==> config.mk <==
export PLATFORM = sky130hd
export DESIGN_NAME = spi_txn_arbiter_flat
export DESIGN_NICKNAME = d
export VERILOG_FILES = /design/src/rtl/spi_txn_arbiter_if.sv /design/src/rtl/spi_txn_arbiter.sv /design/src/flat_wrapper.sv
export SDC_FILE = /design/constraint.sdc
export NUM_CORES = 1
export LEC_CHECK = 0
export ABC_AREA = 1
export CAP_MARGIN = 10
export CORE_UTILIZATION = 52
export DETAILED_ROUTE_END_ITERATION = 16
export GPL_TIMING_DRIVEN = 0
export MAX_ROUTING_LAYER = met4
export PLACE_DENSITY = 0.86
export SYNTH_ARGS = -nofsm -noshare
export SYNTH_HDL_FRONTEND = slang
export SYNTH_SLANG_ARGS = --single-unit
==> constraint.sdc <==
create_clock -name clk -period 3.1 [get_ports clk]
set_clock_uncertainty 0.15 [all_clocks]
set_input_delay 0.62 -clock clk [delete_from_list [all_inputs] [get_ports clk]]
set_output_delay 0.62 -clock clk [all_outputs]
set_load 0.005 [all_outputs]
==> src/rtl/spi_txn_arbiter_if.sv <==
// spi_txn_arbiter_if: requester, response and SPI-master signals of the arbiter.
interface spi_txn_arbiter_if #(parameter int NUM_REQ = 2);
  logic [NUM_REQ-1:0]   req_valid;
  logic [NUM_REQ-1:0]   req_last;
  logic [8*NUM_REQ-1:0] req_data;
  logic [NUM_REQ-1:0]   req_ready;
  logic [NUM_REQ-1:0]   grant;
  logic [NUM_REQ-1:0]   rsp_valid;
  logic [7:0]           rsp_data;
  logic [7:0]           spi_tx_byte;
  logic                 spi_tx_start;
  logic                 spi_tx_done;
  logic [7:0]           spi_rx_byte;
  logic                 busy;
  logic                 timeout_err;
  modport slave (
    input  req_valid, req_last, req_data, spi_tx_done, spi_rx_byte,
    output req_ready, grant, rsp_valid, rsp_data, spi_tx_byte, spi_tx_start, busy, timeout_err
  );
  modport master (
    output req_valid, req_last, req_data, spi_tx_done, spi_rx_byte,
    input  req_ready, grant, rsp_valid, rsp_data, spi_tx_byte, spi_tx_start, busy, timeout_err
  );
endinterface

==> src/rtl/spi_txn_arbiter.sv <==
// spi_txn_arbiter: round-robin, frame-locked sharing of one byte-wide SPI master
// among NUM_REQ requesters, with a watchdog against stalled masters or abandoned grants.
module spi_txn_arbiter #(
  parameter int NUM_REQ   = 2,
  parameter int MAX_BURST = 16,
  parameter int TIMEOUT   = 255
) (
  input logic clk,
  input logic rst,
  spi_txn_arbiter_if.slave bus
);
  localparam int IW = $clog2(NUM_REQ);
  typedef enum logic [1:0] {IDLE, GRANTED, START, WAIT} state_t;
  state_t r_state, w_state_n;
  logic [NUM_REQ-1:0] r_grant, r_rsp_valid;
  logic [IW-1:0] r_ptr, r_gidx, w_win, w_ptr_n;
  logic [7:0] r_beat, r_wd, r_tx_byte, r_rsp_data;
  logic r_last, r_timeout;
  logic w_any, w_accept, w_done, w_tick, w_timeout, w_release;
  always_comb begin
    w_any = 1'b0;
    w_win = r_ptr;
    // Scan offsets high to low so the nearest requester at or after the pointer wins.
    for (int k = NUM_REQ - 1; k >= 0; k--) begin
      if (bus.req_valid[IW'((int'(r_ptr) + k) % NUM_REQ)]) begin
        w_any = 1'b1;
        w_win = IW'((int'(r_ptr) + k) % NUM_REQ);
      end
    end
    w_accept  = (r_state == GRANTED) && bus.req_valid[r_gidx];
    w_done    = (r_state == WAIT) && bus.spi_tx_done;
    w_tick    = ((r_state == GRANTED) && !w_accept) || ((r_state == WAIT) && !bus.spi_tx_done);
    w_timeout = w_tick && (r_wd == 8'(TIMEOUT - 1));
    w_release = w_timeout || (w_done && (r_last || r_beat == 8'(MAX_BURST)));
    w_state_n = r_state == IDLE  ? (w_any ? GRANTED : IDLE) :
                r_state == START ? WAIT :
                w_release        ? IDLE :
                w_accept         ? START :
                w_done           ? GRANTED : r_state;
    w_ptr_n   = (r_gidx == IW'(NUM_REQ - 1)) ? '0 : r_gidx + 1'b1;
  end
  always_ff @(posedge clk or posedge rst) begin
    if (rst) begin
      r_state     <= IDLE;
      r_grant     <= '0;
      r_rsp_valid <= '0;
      r_ptr       <= '0;
      r_gidx      <= '0;
      r_beat      <= '0;
      r_wd        <= '0;
      r_tx_byte   <= '0;
      r_rsp_data  <= '0;
      r_last      <= 1'b0;
      r_timeout   <= 1'b0;
    end else begin
      r_state     <= w_state_n;
      r_rsp_valid <= w_done ? r_grant : '0;
      r_timeout   <= w_timeout;
      if (r_state == IDLE && w_any) begin
        r_grant <= NUM_REQ'(1) << w_win;
        r_gidx  <= w_win;
        r_beat  <= '0;
        r_wd    <= '0;
      end
      if (w_accept) begin
        r_tx_byte <= bus.req_data[{r_gidx, 3'b000} +: 8];
        r_last    <= bus.req_last[r_gidx];
      end
      if (r_state == START) begin
        r_beat <= r_beat + 8'd1;
        r_wd   <= '0;
      end
      if (w_done) r_rsp_data <= bus.spi_rx_byte;
      if (w_done && !w_release) r_wd <= '0;
      if (w_tick) r_wd <= r_wd + 8'd1;
      if (w_release) begin
        r_grant <= '0;
        r_ptr   <= w_ptr_n;
      end
    end
  end
  assign bus.req_ready    = (r_state == GRANTED) ? r_grant : '0;
  assign bus.grant        = r_grant;
  assign bus.rsp_valid    = r_rsp_valid;
  assign bus.rsp_data     = r_rsp_data;
  assign bus.spi_tx_byte  = r_tx_byte;
  assign bus.spi_tx_start = (r_state == START);
  assign bus.busy         = (r_state != IDLE);
  assign bus.timeout_err  = r_timeout;
endmodule
==> src/flat_wrapper.sv <==
// flat-port wrapper written by rule: the top's interface ports become plain ports
module spi_txn_arbiter_flat 
#(
  parameter int NUM_REQ   = 2,
  parameter int MAX_BURST = 16,
  parameter int TIMEOUT   = 255
)
  (clk, rst, bus_req_valid, bus_req_last, bus_req_data, bus_spi_tx_done, bus_spi_rx_byte, bus_req_ready, bus_grant, bus_rsp_valid, bus_rsp_data, bus_spi_tx_byte, bus_spi_tx_start, bus_busy, bus_timeout_err);
  spi_txn_arbiter_if #(.NUM_REQ(NUM_REQ)) bus_i ();
  input logic clk;
  input logic rst;
  input wire logic [$bits(bus_i.req_valid)-1:0] bus_req_valid;
  input wire logic [$bits(bus_i.req_last)-1:0] bus_req_last;
  input wire logic [$bits(bus_i.req_data)-1:0] bus_req_data;
  input wire logic [$bits(bus_i.spi_tx_done)-1:0] bus_spi_tx_done;
  input wire logic [$bits(bus_i.spi_rx_byte)-1:0] bus_spi_rx_byte;
  output wire logic [$bits(bus_i.req_ready)-1:0] bus_req_ready;
  output wire logic [$bits(bus_i.grant)-1:0] bus_grant;
  output wire logic [$bits(bus_i.rsp_valid)-1:0] bus_rsp_valid;
  output wire logic [$bits(bus_i.rsp_data)-1:0] bus_rsp_data;
  output wire logic [$bits(bus_i.spi_tx_byte)-1:0] bus_spi_tx_byte;
  output wire logic [$bits(bus_i.spi_tx_start)-1:0] bus_spi_tx_start;
  output wire logic [$bits(bus_i.busy)-1:0] bus_busy;
  output wire logic [$bits(bus_i.timeout_err)-1:0] bus_timeout_err;
  assign bus_i.req_valid = bus_req_valid;
  assign bus_i.req_last = bus_req_last;
  assign bus_i.req_data = bus_req_data;
  assign bus_i.spi_tx_done = bus_spi_tx_done;
  assign bus_i.spi_rx_byte = bus_spi_rx_byte;
  assign bus_req_ready = bus_i.req_ready;
  assign bus_grant = bus_i.grant;
  assign bus_rsp_valid = bus_i.rsp_valid;
  assign bus_rsp_data = bus_i.rsp_data;
  assign bus_spi_tx_byte = bus_i.spi_tx_byte;
  assign bus_spi_tx_start = bus_i.spi_tx_start;
  assign bus_busy = bus_i.busy;
  assign bus_timeout_err = bus_i.timeout_err;
  spi_txn_arbiter #(.NUM_REQ(NUM_REQ), .MAX_BURST(MAX_BURST), .TIMEOUT(TIMEOUT)) u_core (.clk(clk), .rst(rst), .bus(bus_i));
endmodule
Word level (Yosys, flattened, before mapping):

Cells that the tools add are included.

* register bits after elaboration: 42
* input port bits: 31
* output and inout bits: 25
* word-level logic and storage cells: 73

* add/subtract/negate cells: 4
* magnitude comparators: 3
* eq/ne operators: 5
* shifts and indexed selects: 2
* muxes and demuxes: 28
* reduce and logical (&&, ||, !) cells: 20

Operators by type and width (number)
* $mux W8: 5
* $mux W2: 9
* $add A8 B1 Y8 const B: 2
* $shiftx A16 B5 Y8: 1
* $mux W1: 14
* $eq A8 B5 Y1 const B: 1
* $eq A8 B8 Y1 const B: 1
* $logic_and A1 B1 Y1: 8
* $lt A1 B3 Y1 const B: 2
* $reduce_bool A2 Y1: 3
* $reduce_bool A5 Y1: 1
* $eq A2 B2 Y1 const B: 2
* $reduce_bool A4 Y1: 1
* $logic_not A1 Y1: 3
* $logic_or A1 B1 Y1: 3
* $add A1 B1 Y1 const B: 2
* $eq A2 B1 Y1 const B: 1
* $logic_not A2 Y1: 1
* $lt A1 B2 Y1 const B: 1
* $shl A1 B1 Y2 const A: 1

Logic depth before layout (Yosys ltp):

Gate-level depths: netlist of the first run.

* word-level depth: 12
* depth in mapped cells: 10
* gate-level depth less buffers: 10

Least setup slack after synthesis of the first run:

OpenSTA, ideal clock, no wires.

* kind: reg2out
* start point: register with a tool-made name
* end point: output bus_req_ready[0]
* arrival: 0.771 ns
* data required time: 2.330 ns
* path slack: 1.559 ns
* cell stages (with the launch flop): 4
* buffers on the path: 0
* cell sequence: dfrtp_1 > nor2_4 > inv_1 > nor2_1

RTL lines
* to (decl): RTL line flat_wrapper.sv:17 `output wire logic [$bits(bus_i.req_ready)-1:0] bus_req_ready;`

==> results list, run 1 <==
- Status: complete, no violations
- The share of synthesized area in the top cell type comes to 0.492.
* Initial Util: 0.563
* Largest driver fanout on the critical path: 6
* Warnings from Yosys: 0
- Counting the buffers created by CTS gives 5.
- Residual overflow from global routing: 0
- Standard cell core area: 3800 um^2
- Power per Cell Area: 857 nW/um^2
- Vert. Die Dim: 66.1 um
- Number of top-level design ports: 56
- Clock insertion delay at the later pin of the skew report: 300 ps
- Clock Path Buffers: 2
- The synthesized netlist contains 28 unique library cells.
- Total Die Area: 4370 um^2
- Average routed wire per standard cell: 12.1 um
- Pin count of the biggest net entering global routing: 43
- Hold violation count in the final report: 0
* DIE WIDTH: 66.1 um
* Total of fill cells in the finished design: 306
- The first global-routing pass estimated 7310 um of wire.
- Summing all flip-flop and latch instances after layout gives 1050 um^2.
* Met2 wirelength from detailed routing: 2170 um
* Class of the most critical hold timing path: reg -> reg
- After floorplanning, the core was divided into 22 placement rows.
* Half-perimeter wire length after detailed placement: 3380 um
- In this run the mean area of a mapped cell was 8.16 um^2.
- CTS built an H-tree with a depth of 2.
* M1 WL: 2020 um
* Setup-failing EPs final: 0
- Crit path DAT: 1640 ps
* Vias per std cell: 5.17
- During placement, the flow inserted port buffers numbering 55.
- STA classifies the critical path startpoint as a flip-flop.
- The highest layer touched by signal routing is met4.
- Leak Pwr: 0.00139 uW
* Mapped Nets: 297
- Leading post-synthesis cells by cell area: sky130_fd_sc_hd__dfrtp_1 49%, sky130_fd_sc_hd__nand2_1 14%, sky130_fd_sc_hd__nand3_1 4.9%, sky130_fd_sc_hd__inv_1 4.7%, sky130_fd_sc_hd__nor2_1 4.4%
- Number of cells produced by synthesis: 262
- Setup repair after global routing left no endpoint under its margin.
- The smallest clock period supported by the final layout is computed as 2410 ps.
- IR Drop Worst-Case VDD: 0.507 mV
* Post-CTS Setup Bufs: 0
- Placer Congestion: 0.859
- For this block, the routed nets add up to 4500 um of wire.
* Crit path kind: reg -> out
* Total power: 2450 uW
- Number of DRC markers after the initial detailed-route iteration: 165
- #FFs+latches synth: 42
- Number of global-route vias before repair: 1,796
* Sequential area share after synthesis: 0.492
- After detailed routing, the number of remaining DRC violations is 0.
* Number of detailed-route iterations in the first pass: 4
* Synthesized area: 2140 um^2
- Antenna violations before repair: 0
- For this design, the sink count on the clock tree is 42.
* Nets: 359
* Worst hold-check slack: 324 ps
* Final cycle utilization of the critical path: 0.779
* Max Slew Vio Count: 0
* Setup TNS Final: 0 ps
- Register-to-register path setup slack: 1460 ps
* Area growth syn-to-layout: 33.7%
* Clock Tree Root: sky130_fd_sc_hd__clkbuf_8
- The routed layout has 1,927 vias.
- STA classifies the critical path endpoint as a primary output.
- Derived from the worst setup path, the maximum achievable clock frequency is 414 MHz.
* CTS clock-pin slew for the worst setup and hold paths: 80 ps
* Cell type with the highest aggregate area in the netlist: sky130_fd_sc_hd__dfrtp_1
- At the pin with the least slew margin, the transition time is 844 ps.
* Max-capacitance violation count: 0
* Number of buffers added to fix hold violations after cts: 0
- In the final layout, the multi-input gates occupy 915 um^2.
- Relative max-transition margin: 0.436
- After clock tree synthesis, the repair step resized 0 gates.
* Required time of the worst setup path: 2330 ps
- Across every metal layer, demand over resource in global routing totals 0.231.
- The repair_antennas step left the layout with diodes totalling 0.
- Fraction of final layout cells sized beyond drive strength 1: 0.117
* DR WL met3: 251 um
- Once detail routing completed, the nets flagged for antenna violations numbered 0.
* Clock tree from TritonCTS: done
per-layer routing:
metal	global-route usage	up-vias
met5	-	-
met4	0.0718	0
met3	0.0621	7
met2	0.385	57
met1	0.273	899
li1	-	964
stage by stage:
step           instance area [um^2]  setup WS [ps]  utilization  instances
2_1_floorplan                  2140           1360            -        262
6_report                       2860            685        0.753        373
5_1_grt                        2860            598        0.753        373
4_1_cts                        2860            668        0.753        373
3_3_place_gp                   2750            514        0.724        365
3_5_place_dp                   2750            937        0.724        365
synth_stat cells:
| cell | count |
|---|---|
| sky130_fd_sc_hd__nand2_1 | 81 |
| sky130_fd_sc_hd__dfrtp_1 | 42 |
| sky130_fd_sc_hd__inv_1 | 27 |
| sky130_fd_sc_hd__nor2_1 | 25 |
| sky130_fd_sc_hd__nand3_1 | 21 |
| sky130_fd_sc_hd__o21ai_0 | 10 |
| sky130_fd_sc_hd__a31oi_1 | 9 |
| sky130_fd_sc_hd__nand2_2 | 6 |
| sky130_fd_sc_hd__inv_2 | 5 |
| sky130_fd_sc_hd__nand4_1 | 5 |
| sky130_fd_sc_hd__ha_1 | 4 |
| sky130_fd_sc_hd__nand3_2 | 4 |
| sky130_fd_sc_hd__buf_6 | 3 |
| sky130_fd_sc_hd__o21bai_1 | 3 |
| sky130_fd_sc_hd__a21oi_1 | 2 |
| sky130_fd_sc_hd__nor2_2 | 2 |
| sky130_fd_sc_hd__o21ai_2 | 2 |
| sky130_fd_sc_hd__a32o_1 | 1 |
| sky130_fd_sc_hd__buf_2 | 1 |
| sky130_fd_sc_hd__buf_4 | 1 |
| sky130_fd_sc_hd__inv_4 | 1 |
| sky130_fd_sc_hd__nand2_4 | 1 |
| sky130_fd_sc_hd__nand4_2 | 1 |
| sky130_fd_sc_hd__nor2_4 | 1 |
| sky130_fd_sc_hd__nor2_8 | 1 |
| sky130_fd_sc_hd__o21ai_1 | 1 |
| sky130_fd_sc_hd__o31ai_1 | 1 |
| sky130_fd_sc_hd__or2_2 | 1 |
registers in the layout, indices dropped and copies added (netlist names), named ones only:
register / cells
u_core.bus.spi_tx_byte: 8
u_core.r_gidx: 1
u_core.r_last: 1
u_core.r_ptr: 1
u_core.r_beat: 8
u_core.r_state: 1
u_core.bus.rsp_valid: 2
u_core.bus.rsp_data: 8
u_core.bus.timeout_err: 1
u_core.r_wd: 8
u_core.bus.grant: 2
critical path: stages (launching register included):
cell and delay (ps):
sky130_fd_sc_hd__dfrtp_1 500, sky130_fd_sc_hd__nor2_4 180, sky130_fd_sc_hd__inv_1 70, sky130_fd_sc_hd__nor2_1 80
sky130_fd_sc_hd__clkdlybuf4s50_1 510
final cells by class:
type,instances,area share
well taps,48,0.0210
inverters,33,0.0442
plain buffers,5,0.0162
multi-input cells,182,0.320
flip-flops and latches,42,0.368
clock buffers,6,0.0254
repair buffers,55,0.193
clock inverters,2,0.0131
where the power goes:
group / internal (uW) / switching [uW] / total [uW]
registers: 748 / 160 / 908
logic: 540 / 566 / 1110
clock network: 240 / 195 / 436
cells by family (layout without fill, tap and decap cells):
logic type               after synthesis  after routing  synth area share
flip-flops                            42             42             0.492
AND/OR/NAND/NOR                      149            149             0.321
AO/OA/AOI/OAI                         29             29            0.0837
buffers and inverters                 38            101            0.0808
adder cells (fa/ha/maj)                4              4            0.0234
final timing paths:
kind | startpoint | endpoint | depth (start not counted)
setup / recovery | flip-flop | bus_req_ready[0] | 4
hold / removal | u_core.bus.rsp_data[4] | u_core.bus.rsp_data[4] | 2
setup reg to reg | u_core.r_beat[0] | u_core.r_wd[7] | 10
hold reg to reg | u_core.bus.rsp_data[4] | u_core.bus.rsp_data[4] | 2
max in group asynchronous | rst | u_core.r_wd[5] | 2
min in group asynchronous | rst | u_core.bus.spi_tx_byte[7] | 2
cell usage in the layout (no fill, tap or decap), types with 3 or more instances in the layout:
master,instances
sky130_fd_sc_hd__a31oi_1,9
sky130_fd_sc_hd__buf_6,3
sky130_fd_sc_hd__ha_1,4
sky130_fd_sc_hd__nand2_1,81
sky130_fd_sc_hd__inv_1,26
sky130_fd_sc_hd__clkbuf_8,5
sky130_fd_sc_hd__clkdlybuf4s50_1,55
sky130_fd_sc_hd__dfrtp_1,42
sky130_fd_sc_hd__nor2_1,25
sky130_fd_sc_hd__inv_2,6
sky130_fd_sc_hd__o21ai_0,10
sky130_fd_sc_hd__nand3_2,4
sky130_fd_sc_hd__o21bai_1,3
sky130_fd_sc_hd__nand3_1,21
sky130_fd_sc_hd__nand2_2,6
sky130_fd_sc_hd__nand4_1,5
Power figures use the tool's default switching activity.
==> run 2, diff against run 1 <==
- CORE_UTILIZATION: 52 -> 44
- PLACE_DENSITY: 0.86 -> 0.77
- clock period: 3.1 -> 2.15 ns (I/O delays scaled with it)
==> results list, run 2 (same netlist as run 1, synthesis figures left out) <==
* Layout Cell Area excl Fill: 2900 um^2 (+1.3%)
- The number of antenna-violating nets in the routed design was 0 (unchanged).
* Nets: 362 (+0.84%)
- The overall die area is 5140 um^2 (+18%).
- Fraction of final layout cells sized beyond drive strength 1: 0.128 (+0.0111)
- Final cycle utilization of the critical path: 0.951
* Crit path kind: reg -> out
- Startpoint types: flip-flop
* Average routed wire per standard cell: 12.0 um (-0.31%)
- Crit path DAT: 1460 ps (-180 ps)
* Portion of total power attributed to combinational logic: 0.464 (+0.013)
* Antenna violations before repair: 0 (unchanged)
- The floorplan row count is 24 (+9.1%).
- Delay of the slowest cell on the worst path: 500 ps (about the same)
- Remaining routing DRC violations: 0 (unchanged)
- CTS buffer count: 5 (unchanged)
- Placed Cells incl. Taps: 369 (+1.1%)
- Worst hold-check slack: 322 ps (-2.38 ps)
- The number of max-cap violations came to 0 (unchanged).
- The switching fraction of total power was 0.374 (-0.00169).
* Most common library cell in the layout ignoring fill and taps: sky130_fd_sc_hd__nand2_1
- Relative max-transition margin: 0.425 (-0.0115)
* Worst setup slack after placement: 179 ps (-758 ps)
- The worst vdd rail ir drop is 0.572 mV (+13%).
* Number of DRC markers after the initial detailed-route iteration: 61 (-63%)
- The latest clock arrival within the worst-skew pair was 300 ps (about the same).
- PnR worst setup slack: 106 ps (-579 ps)
- Half-perimeter wire length after detailed placement: 3240 um (-3.9%)
- TritonCTS built the clock tree.
* Switching component of the power: 1330 uW (+45%)
* Status: complete, no violations
- The slew at the pin with the worst max-slew slack is 862 ps (+17.2 ps).
- Subtracting the final worst setup slack from the clock period gives 2040 ps.
* Clock share of power: 0.174 (-0.004)
- Number of standard cells in the layout, taps in and fillers out: 380 (+1.9%)
* Hold violation count in the final report: 0 (unchanged)
* CTS clock-pin slew for the worst setup and hold paths: 80 ps (about the same)
- DR vias: 1,916 (-0.57%)
- The share of power burned in registers was 0.362 (-0.009).
- Leak Pwr: 0.00144 uW (+3.3%)
- Setup repair after global routing missed its margin: false
- DIE WIDTH: 71.7 um (+8.4%)
* Clock Tree Root: sky130_fd_sc_hd__clkbuf_8
* Number of detailed-route iterations in the first pass: 4 (unchanged)
- Setup-failing EPs final: 0 (unchanged)
- The endpoint required time on the critical path is 1570 ps (-760 ps).
- The aggregate routed wire length was 4570 um (+1.6%).
* Core Util, Final: 0.643 (-0.110)
* Placer Congestion: 0.843 (-1.9%)
- Max Slew Vio Count: 0 (unchanged)
- Residual overflow from global routing: 0 (unchanged)
* Wire length of the first global-routing pass: 7750 um (+5.9%)
* H-Tree Level Count: 2 (unchanged)
* Clock sinks: 42 (unchanged)
* Number of antenna diodes: 0 (unchanged)
- Derived from the worst setup path, the maximum achievable clock frequency is 489 MHz.
* Internal power component: 2230 uW (+46%)
* CP endpoint kind: primary output
- Relative to the synthesized area, the layout overhead comes to 35.4%.
- The critical-path maximum fanout was 7 (+1).
- Number of top-level design ports: 56 (unchanged)
* Cell area after placement: 2750 um^2 (+0.18%)
- The fill cell instance count of the final layout was 393 (+28%).
* Number of global-route vias before repair: 1,795 (-0.056%)
* Initial Util: 0.475 (-0.0882)
* Vert. Die Dim: 71.7 um (+8.4%)
- Vias per std cell: 5.04 (-2.4%)
- The pin count of the biggest net entering global routing came to 43 (unchanged).
- The number of buffers inserted by port buffering is 55 (unchanged).
* Standard cell core area: 4500 um^2 (+19%)
- The signal on the critical path passes through inv_2, nand2_4, inv_4, clkdlybuf4s50_1.
* Overall Global Routing Usage: 0.197 (-0.0347)
* Power per Cell Area: 1230 nW/um^2 (+44%)
- Commonest cells after routing, fill and taps aside: 81 x sky130_fd_sc_hd__nand2_1, 53 x sky130_fd_sc_hd__clkdlybuf4s50_1, 41 x sky130_fd_sc_hd__dfrtp_1
- Number of buffers added to fix hold violations after cts: 0 (unchanged)
- Class of the most critical hold timing path: reg -> reg
- Among all stages on the critical path, the largest delay is contributed by sky130_fd_sc_hd__clkdlybuf4s50_1.
* Clock Path Buffers: 2 (unchanged)
==> run 2: cell types whose count changed in the layout (fill, tap and decap cells not counted), sizes merged <==
cell and change:
buf +3, clkdlybuf4s50 -2, dlymetal6s2s +2
==> run 2: final timing paths <==
| check | startpoint | to | slack (ps) | depth (start not counted) |
|---|---|---|---|---|
| worst max register to register | u_core.r_wd[0] | u_core.r_wd[1] | 530 | 8 |
| max in group asynchronous | rst | async pin | 770 | 2 |
| worst min register to register | u_core.bus.rsp_data[2] | u_core.bus.rsp_data[2] | 320 | 2 |
| min in group asynchronous | rst | u_core.bus.rsp_data[4] | 470 | 2 |
| worst max-delay path | u_core.r_state[0] | bus_spi_tx_start | 110 | 4 |
| worst min-delay path | u_core.bus.rsp_data[2] | u_core.bus.rsp_data[2] | 320 | 2 |
==> run 2: area by class of cell <==
class	instances	area (um^2)	share of cell area
sequential	42	1050	0.363
multi-input combinational	182	915	0.316
inverter	33	129	0.0445
tap	52	65.1	0.0225
timing repair buffer	58	578	0.200
clock buffer	6	72.6	0.0251
clock inverter	2	37.5	0.0130
buffer	5	46.3	0.0160
==> run 2: worst max-delay path, delay by kind of cell (launching register included) <==
kind                   cells  cell delay, ps
buffers and inverters      3             680
DFF                        1             390
and+or+nand+nor            1              90
==> run 2: metrics by stage <==
step	power [uW]	TNS [ps]
final	3570	0
after global routing	3840	0
after CTS	3590	0
after detailed placement	2930	0
after global placement	2890	-12040
after floorplan	2260	0
==> run 2: power by group through the flow <==
| stage | Sequential (uW) | Clock (uW) | Combinational, uW |
|---|---|---|---|
| 3_3_place_gp | 1310 | 0 | 1580 |
| 3_5_place_dp | 1320 | 0 | 1610 |
| 2_1_floorplan | 1300 | 0 | 958 |
| 5_1_grt | 1330 | 664 | 1840 |
| 6_report | 1290 | 620 | 1650 |
| 4_1_cts | 1290 | 634 | 1660 |
==> run 2: repair_timing <==
| item | in CTS | in global routing |
|---|---|---|
| setup endpoints to repair | 3 | 3 |
| gates resized for setup | 1 | 3 |
| pin swaps | 1 | 0 |
| setup buffers | 2 | 1 |
==> run 2: layer usage <==
layer,share of wire,routed length (um),up-vias,track usage
met5,0,0,-,-
met4,0.011,52,0,0.0632
met3,0.048,221,4,0.0506
met2,0.49,2220,48,0.313
met1,0.45,2080,891,0.245
li1,-,-,973,-
==> run 3, diff against run 2 <==
- ABC_AREA: 1 -> default
- CORE_UTILIZATION: 44 -> 43
==> results list, run 3 <==
- The via density per instance is 5.25 (+4.1%).
- The net switching component of the power came to 1190 uW (-11%).
- Number of buffer cells added on primary ports: 55 (unchanged)
- Standard cell core area: 4440 um^2 (-1.3%)
- The clock-pin slew on the worst setup and hold paths was 80 ps (about the same).
* Area growth syn-to-layout: 36.5%
- Crit path DAT: 1510 ps (+50 ps)
- Antenna violations before repair: 0 (unchanged)
- The final number of setup-violating endpoints was 0 (unchanged).
- Time the final worst path needs with I/O delays and setup: 2090 ps (+44.9 ps)
- H-Tree Level Count: 2 (unchanged)
- Number of antenna diodes: 0 (unchanged)
* Cell-by-cell trace of the critical path: nand2b_4, inv_2, clkdlybuf4s50_1
* Synthesized area: 2030 um^2 (-4.9%)
* Initial Util: 0.458 (-0.0170)
* Power per Cell Area: 1210 nW/um^2 (-1.6%)
* Hold violation count in the final report: 0 (unchanged)
- Site row count: 24 (unchanged)
* Delay of the slowest cell on the worst path: 500 ps (about the same)
* Max-capacitance violation count: 0 (unchanged)
* Number of cells produced by synthesis: 208 (-21%)
* Mapped Nets: 243 (-18%)
- The via count of the first global-routing pass is 1,637 (-8.8%).
- Largest driver fanout on the critical path: 5 (-2)
* Placer Congestion: 0.839 (-0.47%)
- The number of sinks on the clock net is 42 (unchanged).
* Worst hold-check slack: 328 ps (+6.00 ps)
- Footprint of the flip-flops and latches: 1050 um^2 (-0.12%)
- Status: complete, no violations
* Class of the most critical hold timing path: reg -> reg
- Upper clock frequency limit: 479 MHz (-2.1%)
- DIE WIDTH: 70.8 um (-1.3%)
- Total wire length: 4520 um (-1.1%)
- The vertical die dimension was 70.8 um (-1.3%).
- The part of the power in the clock network came to 0.184 (+0.010).
* Cell with the largest stage delay on the worst path: sky130_fd_sc_hd__clkdlybuf4s50_1
- The largest total area in the synthesized netlist belongs to sky130_fd_sc_hd__dfrtp_1.
- The total routed wire length on the met1 layer is 2090 um (+0.77%).
- The maximum clock insertion buffer count was 2 (unchanged).
- The met3 layer wire length in the routed design is 253 um (+14%).
* Sequential area share after synthesis: 0.517 (+0.0251)
* Required time of the worst setup path: 1570 ps (about the same)
* DR vias: 1,695 (-12%)
- Max Slew Vio Count: 0 (unchanged)
- CP top delay family: buffers and inverters
- The critical path in this run is classified as reg -> out.
* Internal power component: 2180 uW (-2.5%)
- Portion of total power attributed to combinational logic: 0.443 (-0.021)
- Total of fill cells in the finished design: 377 (-4.1%)
- The overall die area was 5010 um^2 (-2.6%).
* Top Metal Used: met4
* Final cycle utilization of the critical path: 0.972 (+0.0209)
* CP Buf/Inv Count: 2 (-1)
- The ratio of cells with drive above 1 in the final layout came to 0.0886 (-0.0395).
- Post-CTS Setup Bufs: 0 (-2)
- The worst setup path is launched from a flip-flop.
- The slew at the pin with the worst max-slew slack was 860 ps (-1.93 ps).
- Most common flop cell mapped by yosys: sky130_fd_sc_hd__dfrtp_1
* Post-synth EDFFs: 0 (unchanged)
- Total power: 3370 uW (-5.6%)
- The top cell types in the final layout, fill and taps aside, are 52 x sky130_fd_sc_hd__clkdlybuf4s50_1, 42 x sky130_fd_sc_hd__dfrtp_1, 38 x sky130_fd_sc_hd__nand2_1.
* Leading post-synthesis cells by cell area: sky130_fd_sc_hd__dfrtp_1 52%, sky130_fd_sc_hd__nand2_1 7.0%, sky130_fd_sc_hd__mux2i_1 6.9%, sky130_fd_sc_hd__nor2_1 3.9%, sky130_fd_sc_hd__a21oi_1 3.0%
- Relative max-transition margin: 0.426 (+0.00129)
- The clock buffer count from CTS is 5 (unchanged).
* Nets: 305 (-16%)
- The area taken by multi-input logic gates came to 916 um^2 (+0.14%).
- The post-route setup TNS was 0 ps (unchanged).
- TritonCTS built the clock tree.
- The routed wire length on met2 came to 2110 um (-4.8%).
* Wire length of the first global-routing pass: 7340 um (-5.3%)
* Fraction of power spent switching nets: 0.354 (-0.0206)
- Pin count of the biggest net entering global routing: 43 (unchanged)
* Setup repair after global routing missed its margin: false
- Most common library cell in the layout ignoring fill and taps: sky130_fd_sc_hd__clkdlybuf4s50_1
* Half-perimeter wire length after detailed placement: 3180 um (-1.8%)
* Register share of total power: 0.373 (+0.011)
* Average routed wire per standard cell: 14.0 um (+16%)
- Among all cell types in the netlist, the one instantiated most often is sky130_fd_sc_hd__dfrtp_1.
* CP endpoint kind: primary output
- The cell sitting at the root of the clock tree is a sky130_fd_sc_hd__clkbuf_8.
* Residual overflow from global routing: 0 (unchanged)
* Core Util, Final: 0.625 (-0.0178)
* Count of unique library cells instantiated by Yosys: 37 (+32%)
- The async set-or-reset flop fraction in the synthesized netlist came to 1.00 (unchanged).
- Clock insertion delay at the later pin of the skew report: 300 ps (about the same)
* Number of top-level design ports: 56 (unchanged)
- The count of synthesis-stage warnings from yosys is 0 (unchanged).
- Overall Global Routing Usage: 0.191 (-0.00536)
- The worst vdd rail ir drop was 0.694 mV (+21%).
- The fraction of synthesized cell area taken by the top area cell type was 0.517 (+0.0251).
* Top cells by instance count after synthesis: 42 x sky130_fd_sc_hd__dfrtp_1, 38 x sky130_fd_sc_hd__nand2_1, 21 x sky130_fd_sc_hd__nor2_1, 14 x sky130_fd_sc_hd__mux2i_1, 12 x sky130_fd_sc_hd__a21oi_1
- The leakage power summed over all cells is 0.00135 uW (-6.5%).
* Number of DRC markers after the initial detailed-route iteration: 127 (+110%)
- The post-route DRC violation count is 0 (unchanged).
* Number of detailed-route iterations in the first pass: 6 (+2)
- #FFs+latches synth: 42 (unchanged)
* Antenna-violating nets left: 0 (unchanged)
- Mean post-synth cell area: 9.78 um^2 (+20%)
[run 3: final cells by class]
class | count | area share
plain buffers | 10 | 0.0185
clock buffers | 7 | 0.0275
clock inverters | 1 | 0.0108
inverters | 9 | 0.0122
multi-input cells | 147 | 0.330
flip-flops and latches | 42 | 0.378
well taps | 52 | 0.0234
repair buffers | 55 | 0.200
[run 3: worst paths after layout]
check                                        from                endpoint  slack (ps)  cells after the start
max in group asynchronous                     rst        u_core.r_beat[6]         830                      2
min                        u_core.bus.rsp_data[2]  u_core.bus.rsp_data[2]         330                      2
max                             u_core.r_state[0]        bus_spi_tx_start          60                      3
max reg2reg                      u_core.r_beat[0]          u_core.r_wd[7]         390                      5
min in group asynchronous                     rst  u_core.bus.rsp_data[0]         480                      2
min reg2reg                u_core.bus.rsp_data[2]  u_core.bus.rsp_data[2]         330                      2
[run 3: kinds of logic (layout without fill, tap and decap cells)]
kind of cell | Yosys count | in the layout | share of synthesized area
compound gates | 41 | 41 | 0.141
xor+xnor | 3 | 3 | 0.0129
fa+ha+maj | 4 | 4 | 0.0246
buf+inv | 19 | 82 | 0.0406
flops | 42 | 42 | 0.517
mux | 15 | 15 | 0.0763
simple gates | 84 | 84 | 0.188
[run 3: worst reg2reg max path, delay by kind of cell (launching register included)]
kind                     cells  cell delay (ps)
AO/OA/AOI/OAI                3              770
buffers and inverters        1               70
flip-flops                   1              460
adder cells (fa/ha/maj)      1              210
[run 3: what timing repair did]
item	in CTS	in global routing
gates resized for setup	5	4
endpoints found under the setup margin	4	3
hold buffers	0	0
[run 3: through the flow]
stage	setup WS, ps	area [um^2]	instances
finish	61.0	2780	323
global route	26.6	2780	323
CTS	-7.83	2760	323
detailed placement	-61.4	2650	315
global placement	-293	2650	315
floorplan	538	2030	208
[run 3: per-layer routing]
layer,up-vias,GRT usage
met4,0,0.0533
met3,7,0.0427
li1,836,-
met5,-,-
met2,50,0.311
met1,802,0.241
[run 3: power groups by stage]
| stage | Combinational [uW] | Clock (uW) | Sequential [uW] |
|---|---|---|---|
| 2_1_floorplan | 830 | 0 | 1240 |
| 3_3_place_gp | 1440 | 0 | 1250 |
| 3_5_place_dp | 1480 | 0 | 1250 |
| 4_1_cts | 1490 | 626 | 1250 |
| 5_1_grt | 1640 | 652 | 1290 |
| 6_report | 1490 | 618 | 1260 |
